[src/rtl/phase_pkg.sv]
// Shared types and helpers for the 8-phase divider monitor.
// Legal codes are the left-rotations of PH_BASE.
package phase_pkg;

    localparam logic [7:0] PH_BASE = 8'h0F;

    typedef enum logic {ACQ, LOCKED} state_t;

    typedef struct packed {
        logic       valid;
        logic [2:0] idx;
    } code_t;

    function automatic logic [7:0] rotl8(input logic [7:0] v,
                                         input logic [2:0] n);
        return (v << n) | (v >> (4'd8 - {1'b0, n}));
    endfunction

    function automatic code_t code_to_idx(input logic [7:0] v);
        code_t r;
        r = '0;
        for (int k = 0; k < 8; k++) begin
            if (v == rotl8(PH_BASE, 3'(k))) begin
                r.valid = 1'b1;
                r.idx   = 3'(k);
            end
        end
        return r;
    endfunction

endpackage

[src/rtl/phase_decode.sv]
// Combinational classifier for the current/previous phase samples.
// match is pure rotation; legality of p is qualified by the caller.
module phase_decode
    import phase_pkg::*;
(
    input  logic [7:0] s,
    input  logic [7:0] p,
    output logic       legal_s,
    output logic       legal_p,
    output logic       match,
    output logic [2:0] idx
);

    code_t cs;
    code_t cp;

    always_comb begin
        cs      = code_to_idx(s);
        cp      = code_to_idx(p);
        legal_s = cs.valid;
        legal_p = cp.valid;
        idx     = cs.idx;
        match   = (s == {p[6:0], p[7]});
    end

endmodule

[src/rtl/phase_monitor.sv]
// Lock/error monitor for the divide-by-8 eight-phase outputs.
// Samples ph_in, checks each sample against its predecessor.
module phase_monitor #(
    parameter int LOCK_CYC  = 16,
    parameter int ERR_LIMIT = 2,
    parameter int ERR_W     = 8
) (
    input  logic             clkin,
    input  logic             reset,
    input  logic [7:0]       ph_in,
    input  logic             err_clr,
    output logic             locked,
    output logic [2:0]       phase_idx,
    output logic             tick,
    output logic             err_pulse,
    output logic [ERR_W-1:0] err_cnt
);
    import phase_pkg::*;

    localparam int RUN_W  = $clog2(LOCK_CYC);
    localparam int MISS_W = (ERR_LIMIT > 1) ? $clog2(ERR_LIMIT) : 1;
    localparam logic [RUN_W-1:0]  RUN_LAST  = RUN_W'(LOCK_CYC - 1);
    localparam logic [MISS_W-1:0] MISS_LAST = MISS_W'(ERR_LIMIT - 1);

    logic [7:0]        s, p;
    logic              sv, pv;
    state_t            state, state_n;
    logic [RUN_W-1:0]  run_cnt, run_n;
    logic [MISS_W-1:0] miss_cnt, miss_n;
    logic              tick_n, err_n;
    logic [ERR_W-1:0]  cnt_n;
    logic              legal_s, legal_p, match, good;
    logic [2:0]        idx;

    phase_decode u_dec (
        .s       (s),
        .p       (p),
        .legal_s (legal_s),
        .legal_p (legal_p),
        .match   (match),
        .idx     (idx)
    );

    assign good   = legal_p && match;
    assign locked = (state == LOCKED);

    always_comb begin
        state_n = state;
        run_n   = run_cnt;
        miss_n  = miss_cnt;
        err_n   = 1'b0;
        if (pv) begin
            unique case (state)
                ACQ: begin
                    if (!good) begin
                        run_n = '0;
                    end else if (run_cnt == RUN_LAST) begin
                        state_n = LOCKED;
                        run_n   = '0;
                        miss_n  = '0;
                    end else begin
                        run_n = run_cnt + 1'b1;
                    end
                end
                LOCKED: begin
                    if (good) begin
                        miss_n = '0;
                    end else begin
                        err_n = 1'b1;
                        if (miss_cnt == MISS_LAST) begin
                            state_n = ACQ;
                            run_n   = '0;
                            miss_n  = '0;
                        end else begin
                            miss_n = miss_cnt + 1'b1;
                        end
                    end
                end
                default: state_n = ACQ;
            endcase
        end
        // tick covers both the entering check and the lock-loss check
        tick_n = pv && (s == PH_BASE)
                 && (state == LOCKED || state_n == LOCKED);
        cnt_n = err_cnt;
        if (err_clr)
            cnt_n = '0;
        else if (err_n && err_cnt != '1)
            cnt_n = err_cnt + 1'b1;
    end

    always_ff @(posedge clkin or posedge reset) begin
        if (reset) begin
            s         <= '0;
            p         <= '0;
            sv        <= 1'b0;
            pv        <= 1'b0;
            state     <= ACQ;
            run_cnt   <= '0;
            miss_cnt  <= '0;
            phase_idx <= '0;
            tick      <= 1'b0;
            err_pulse <= 1'b0;
            err_cnt   <= '0;
        end else begin
            s         <= ph_in;
            p         <= s;
            sv        <= 1'b1;
            pv        <= sv;
            state     <= state_n;
            run_cnt   <= run_n;
            miss_cnt  <= miss_n;
            tick      <= tick_n;
            err_pulse <= err_n;
            err_cnt   <= cnt_n;
            if (pv && legal_s)
                phase_idx <= idx;
        end
    end

endmodule

[config.mk]
export PLATFORM = sky130hd
export DESIGN_NAME = phase_monitor
export DESIGN_NICKNAME = d
export VERILOG_FILES = /design/src/rtl/phase_pkg.sv /design/src/rtl/phase_decode.sv /design/src/rtl/phase_monitor.sv
export SDC_FILE = /design/constraint.sdc
export NUM_CORES = 1
export LEC_CHECK = 0
export CORE_MARGIN = 4
export CORE_UTILIZATION = 53
export CTS_BUF_LIST = sky130_fd_sc_hd__clkbuf_16
export DETAILED_ROUTE_END_ITERATION = 7
export PLACE_DENSITY = 0.78
export SETUP_SLACK_MARGIN = 0.15
export SYNTH_ARGS = -nofsm -noshare
export SYNTH_HDL_FRONTEND = slang
export SYNTH_SLANG_ARGS = --single-unit
[constraint.sdc]
create_clock -name clkin -period 2.6 [get_ports clkin]
set_clock_uncertainty 0.15 [all_clocks]
set_input_delay 0.39 -clock clkin [delete_from_list [all_inputs] [get_ports clkin]]
set_output_delay 0.39 -clock clkin [all_outputs]
set_load 0.02 [all_outputs]
==> results.md, run 1 <==
* Share of the yosys chip area belonging to registers at 52.3%
* Placer Congestion at 0.848
* Synth top area share at 52.3%
* Area growth syn-to-layout at 25.7%
* Share of synthesized registers carrying an async set or reset at 100%
* DIE AREA at 4330 µm²
* Area taken by flip-flops and latches at 926 µm²
* Setup repair after global routing missed its margin: no
* Number of max-cap violations at 0
* Wire length of the first global-routing pass at 6080 µm
* Average wire length per cell after detail routing at 14.1 µm
* Number of buffers added for setup after CTS at 0
* Final setup viols at 0
* Fin. max-slew vios at 0
* Number of synthesized register bits at 37
* Setup slack after layout at 0.509 ns
* Post-DRT Antenna Nets at 0
* Gr ovfl total at 0
* Top fanout value on the critical path at 9
* Critical path launch point type: flip-flop
* CTS tree: done
* DRT Wirelength at 3550 µm
* Violation count after the first detailed-routing iteration at 92
* All-layer global routing usage at 18.4%
* VDD IR-drop max at 0.521 mV
* Maximum operating frequency at 0.478 GHz
* Final non-filler cell total at 252
* Sort of element at the end of the critical path: flip-flop
* IO Port Bufs at 24
* Num rows at 20
* Synthesized net count at 190
* Maximum clock insertion buffer count at 2
* Total power density per cell area at 606 nW/µm²
* Total via count in the routed design at 1417
* Post-Place Cells at 244
* Via count normalized by instance count at 5.62
* Vias in the first global route at 1368
* Area of the multi-input gates at 796 µm²
* Share of layout cells above drive strength 1 at 5.77%
* CTS Root Buffer Type: clkbuf_16
* Number of hold buffers added after cts at 0
* Final Hold Viols at 0
* Logic depth of the worst register-to-register path at 6
* Pre-CTS setup slack at 0.515 ns
* Maximum number of pins on one net before global-route repair at 38
* Status: complete, no violations
* Skew-Pair Late Insertion Delay at 0.28 ns
* Total inserted antenna cells at 0
* Starting density of the core at 56.6%
* Post-cts repair resize count at 0
* Die height at 65.8 µm
* Leading post-synthesis cells by cell area: dfrtp_1 52%, nand2_1 3.8%, mux2_1 3.8%, nor2b_1 3.5%, o21ai_1 3.1%
* Hold Path Cell Cnt at 0
* Distinct cells, synth at 42
* Data required, critical path at 2.61 ns
* Post-Synthesis Cell Area at 1770 µm²
* Cell with the most instances after synthesis: dfrtp_1
* Library cell with the largest summed area after synthesis: dfrtp_1
* Htree depth at 2
* Top post-synthesis cells by count: 37 x dfrtp_1, 18 x nand2_1, 14 x nor2_1
* Type of the worst setup path: reg2reg
* Clock-pin slew on the worst setup and hold paths at 0.05 ns
* Final setup TNS at 0 ns
* Count of unresolved DRC violations after routing at 0
* NumNets Final at 220
* Initial DRT Pass Iterations at 4
* IO Pins at 25
* WP data arrival at 2.10 ns
* Total half-perimeter wirelength after legalization and detailed placement at 2630 µm
* Fill count at 234
* Die Wd at 65.8 µm
* Minimum clock period after layout at 2.09 ns
* CTS Buf Count at 5
* Path category of the worst min-delay check: reg2reg
* Synth Area per Inst at 10.0 µm²
* Total number of yosys warnings at 0
* Antenna violations before repair at 0
* Area of the core at 3130 µm²
* Most used flip-flop cell after synthesis: dfrtp_1
* EDFF count, synth at 0
* Leakage power at 0.000942 µW
* Clock sink count at 37
* Share of the clock period used by the worst path at 80.4%
* Post-Synthesis Cells at 177
-- power by group --
| group | switching, µW | internal (µW) |
|---|---|---|
| clock network | 208 | 445 |
| logic | 42.2 | 40.5 |
| registers | 18.9 | 595 |
-- layer usage --
layer	GRT usage, %	wire length [µm]	share of wire, %
met1	24.3	1630	46
met2	29.9	1700	48
met3	5.10	185	5.2
met4	4.66	32	0.90
met5	0	0	0
-- placed cells by master (no fill, tap or decap), types with 2 or more instances in the layout --
master,Yosys,final
dfrtp_1,37,37
clkdlybuf4s50_1,0,24
nand2_1,18,18
nor2_1,14,14
o21ai_1,11,11
a21oi_1,10,10
nor2b_1,10,10
inv_1,7,8
nand3_1,8,8
nand2b_1,8,8
mux2_1,6,6
or3_1,5,5
clkbuf_16,0,5
xnor2_1,4,4
nand4_1,3,3
nand3b_1,2,2
nor3_1,2,2
and3_1,2,2
nor4_1,2,2
nor3_2,2,2
ha_1,2,2
buf_4,0,2
-- logic make-up (layout without fill, tap and decap cells) --
kind of cell | Yosys count | in the layout | synth area share (%)
simple gates | 81 | 81 | 25.0
flops | 37 | 37 | 52.3
compound gates | 34 | 34 | 11.9
buf+inv | 11 | 42 | 2.76
mux | 7 | 7 | 4.38
xor+xnor | 4 | 4 | 1.98
fa+ha+maj | 2 | 2 | 1.41
other cells | 1 | 1 | 0.212
-- final timing paths --
kind,startpoint,to,slack [ns]
setup reg to reg,s[1],err_cnt[3],0.51
setup / recovery,s[1],err_cnt[3],0.51
min in group asynchronous,reset,s[2],0.37
hold reg to reg,sv,pv,0.21
hold / removal,sv,pv,0.21
max in group asynchronous,reset,run_cnt[1],1.60
-- flip-flops by register name, indices dropped and copies added, names as in the netlist --
| signal | count |
|---|---|
| sv | 1 |
| err_pulse | 1 |
| miss_cnt | 1 |
| locked | 1 |
| s | 8 |
| err_cnt | 8 |
| phase_idx | 3 |
| tick | 1 |
| run_cnt | 4 |
| pv | 1 |
| p | 8 |
-- layout make-up --
type,instances,share of cell area (%)
clock buffer,5,5.62
clock inverter,3,1.69
inverter,8,1.35
multi-input combinational,129,35.8
sequential,37,41.6
tap,44,2.47
timing repair buffer,26,11.5
-- through the flow --
step                total power (µW)  cell area, µm²  hold WS [ns]  util (%)
floorplan                        668            1770         0.181         -
global placement                 703            2060         0.183      65.9
detailed placement               707            2060         0.198      65.9
CTS                             1360            2220         0.210      71.1
global route                    1400            2220         0.212      71.1
finish                          1350            2220         0.206      71.1
-- worst max-delay path, cell delays in order (launching register included) --
cell,delay [ns]
dfrtp_1,0.42
and4bb_1,0.22
o211ai_1,0.21
a211o_1,0.19
nor2_4,0.08
nor4b_1,0.35
mux2_1,0.35
Note: power is estimated with default switching activity, not from simulation.
==> run 2: changes to the inputs <==
Settings changed: CORE_UTILIZATION 53 to 48, PLACE_DENSITY 0.78 to 0.74.
Clock period 2.6 ns to 1.9 ns, I/O delays scaled along.
==> run 2 against run 1 <==
  * Largest power group unchanged
  * Register-to-register slack got worse by 0.60 ns
  * Worst setup slack worse by 0.60 ns
  * Clock power rose by 45%
  * Non-clock buffer count is 25 higher
  * The flow now finishes with violations (setup timing)
  * Global-route usage increased by 3.1 points
  * Clock-buffer cell count is the same
  * Sequential cell count stayed put
  * Sequential power up 37%
  * Routed wire length increased by 27%
  * Final area grew 17%
==> results.md, run 2 (synthesis gave the netlist of run 1 again) <==
* Status: complete, but fails checks
* Violated checks: setup timing
* Commonest cells after routing, fill and taps aside: 35 x dfrtp_1, 24 x buf_4, 16 x nand2_1, 16 x clkdlybuf4s50_1, 12 x nor2_1
* Post-DRT Antenna Nets at 0 (unchanged)
* Num rows at 21 (+5.0%)
* CTS Root Buffer Type: clkbuf_16
* Type of the worst setup path: reg2reg
* Violation count after the first detailed-routing iteration at 86 (-6.5%)
* Gr ovfl total at 0 (unchanged)
* Setup repair after global routing missed its margin: yes
* Count of unresolved DRC violations after routing at 0 (unchanged)
* Cell Area, Placed at 2230 µm² (+8.1%)
* Highest-utilization routing layer at the global route stage: met2
* Clock-pin slew on the worst setup and hold paths at 0.06 ns (about the same)
* Logic depth of the worst register-to-register path at 6 (unchanged)
* NumNets Final at 245 (+11%)
* Vias in the first global route at 1646 (+20%)
* Leakage power at 0.00115 µW (+22%)
* Placer Congestion at 0.827 (-2.5%)
* Maximum number of pins on one net before global-route repair at 38 (unchanged)
* Finished Cell Area at 2600 µm² (+17%)
* GR Layer Usage met2 at 37.1% (+7.2 points)
* Area of the core at 3440 µm² (+10%)
* Hold_ws at 0.206 ns (-0.0000650 ns)
* Fin. max-slew vios at 0 (unchanged)
* Maximum clock insertion buffer count at 2 (unchanged)
* Data required, critical path at 1.91 ns (-0.70 ns)
* Htree depth at 2 (unchanged)
* Total via count in the routed design at 1547 (+9.2%)
* Die Wd at 68.7 µm (+4.5%)
* Skew-Pair Late Insertion Delay at 0.28 ns (about the same)
* Total inserted antenna cells at 0 (unchanged)
* Minimum clock period after layout at 1.99 ns (-0.101 ns)
* Wire length of the first global-routing pass at 7430 µm (+22%)
* Via count normalized by instance count at 5.54 (-1.4%)
* Antenna violations before repair at 0 (unchanged)
* Path category of the worst min-delay check: reg2reg
* CTS Buf Count at 5 (unchanged)
* Share of the clock period used by the worst path at 105% (+24 points)
* Final setup viols at 17 (+17)
* Setup slack after layout at -0.0906 ns (-0.599 ns)
* Top flop regs: err_cnt: 8 flops, p: 8 flops, s: 8 flops
* Number of max-cap violations at 0 (unchanged)
* Post-Place Cells at 260 (+6.6%)
* IO Pins at 25 (unchanged)
* Total half-perimeter wirelength after legalization and detailed placement at 2930 µm (+11%)
* Starting density of the core at 51.4% (-5.2 points)
* CTS tree: done
* All-layer global routing usage at 21.6% (+3.1 points)
* Most common cell after layout, fill and taps aside: dfrtp_1
* Top fanout value on the critical path at 5 (-4)
* Met1 global-route usage at 25.8% (+1.5 points)
* Average wire length per cell after detail routing at 16.1 µm (+14%)
* Sort of element at the end of the critical path: flip-flop
* IO Port Bufs at 24 (unchanged)
* Initial DRT Pass Iterations at 4 (unchanged)
* Critical path launch point type: flip-flop
* Number of hold buffers added after cts at 0 (unchanged)
* Clock sink count at 37 (unchanged)
* Share of layout cells above drive strength 1 at 30.9% (+25 points)
* VDD IR-drop max at 0.661 mV (+27%)
* Area growth syn-to-layout at 46.9%
* WP data arrival at 2.00 ns (-0.10 ns)
* Die height at 68.7 µm (+4.5%)
* Total power density per cell area at 750 nW/µm² (+24%)
* Final non-filler cell total at 279 (+11%)
* Hold Path Cell Cnt at 0 (unchanged)
* Maximum operating frequency at 0.502 GHz (+5.1%)
* DRT Wirelength at 4490 µm (+27%)
* Met3 routing resource usage after global routing at 6.00% (+0.89 points)
* Fill count at 236 (+0.85%)
* Final Hold Viols at 0 (unchanged)
* DIE AREA at 4720 µm² (+9.1%)
-- run 2: cell types whose count changed in the layout (fill, tap and decap cells not counted), sizes merged --
| cell | delta |
|---|---|
| dlygate4sd2 | +7 |
| buf | +25 |
| clkdlybuf4s50 | -8 |
| clkinvlp | +1 |
| dlymetal6s2s | +1 |
| inv | -1 |
-- run 2: layer usage --
layer | vias to the layer above | share of wire [%]
met5 | - | 0
met4 | 0 | 1.6
met3 | 8 | 3.4
met2 | 35 | 54
met1 | 773 | 41
li1 | 731 | -
-- run 2: repair_timing --
item | CTS | global route
gates resized for setup | 22 | 14
endpoints found under the setup margin | 26 | 20
pin swaps | 9 | 7
setup buffers | 8 | 3
-- run 2: where the power goes --
part / switching [µW] / total [µW] / internal [µW]
registers: 27.2 / 840 / 813
logic: 81.5 / 163 / 81.8
clock network: 326 / 947 / 620
-- run 2: cell type report --
class / instances / area (µm²) / area share [%]
inverters: 8 / 30.0 / 1.15
flip-flops and latches: 37 / 928 / 35.7
repair buffers: 51 / 457 / 17.6
multi-input cells: 129 / 957 / 36.8
well taps: 46 / 57.6 / 2.21
clock buffers: 5 / 125 / 4.81
clock inverters: 3 / 46.3 / 1.78
-- run 2: critical path: stages (launching register included) --
cell and delay, ns:
dfrtp_1 0.40, inv_2 0.06, a2111o_1 0.36, a211o_1 0.32
nor2_4 0.18, nor3_1 0.09, mux2_1 0.31
-- run 2: worst paths after layout --
kind	start	endpoint	slack, ns
hold reg to reg	sv	pv	0.21
hold / removal	sv	pv	0.21
setup / recovery	p[4]	err_cnt[2]	-0.09
max in group asynchronous	reset	err_cnt[0]	0.97
setup reg to reg	p[4]	err_cnt[2]	-0.09
min in group asynchronous	reset	sv	0.28
-- run 2: per-stage QoR --
stage	setup slack (ns)	utilization [%]	power [µW]	TNS, ns
floorplan	-0.0449	-	918	-0.167
global placement	-0.0231	64.8	980	-0.0726
detailed placement	-0.116	64.8	986	-0.924
CTS	-0.0807	73.4	1940	-0.486
global route	-0.230	75.6	2010	-2.92
finish	-0.0906	75.6	1950	-0.846
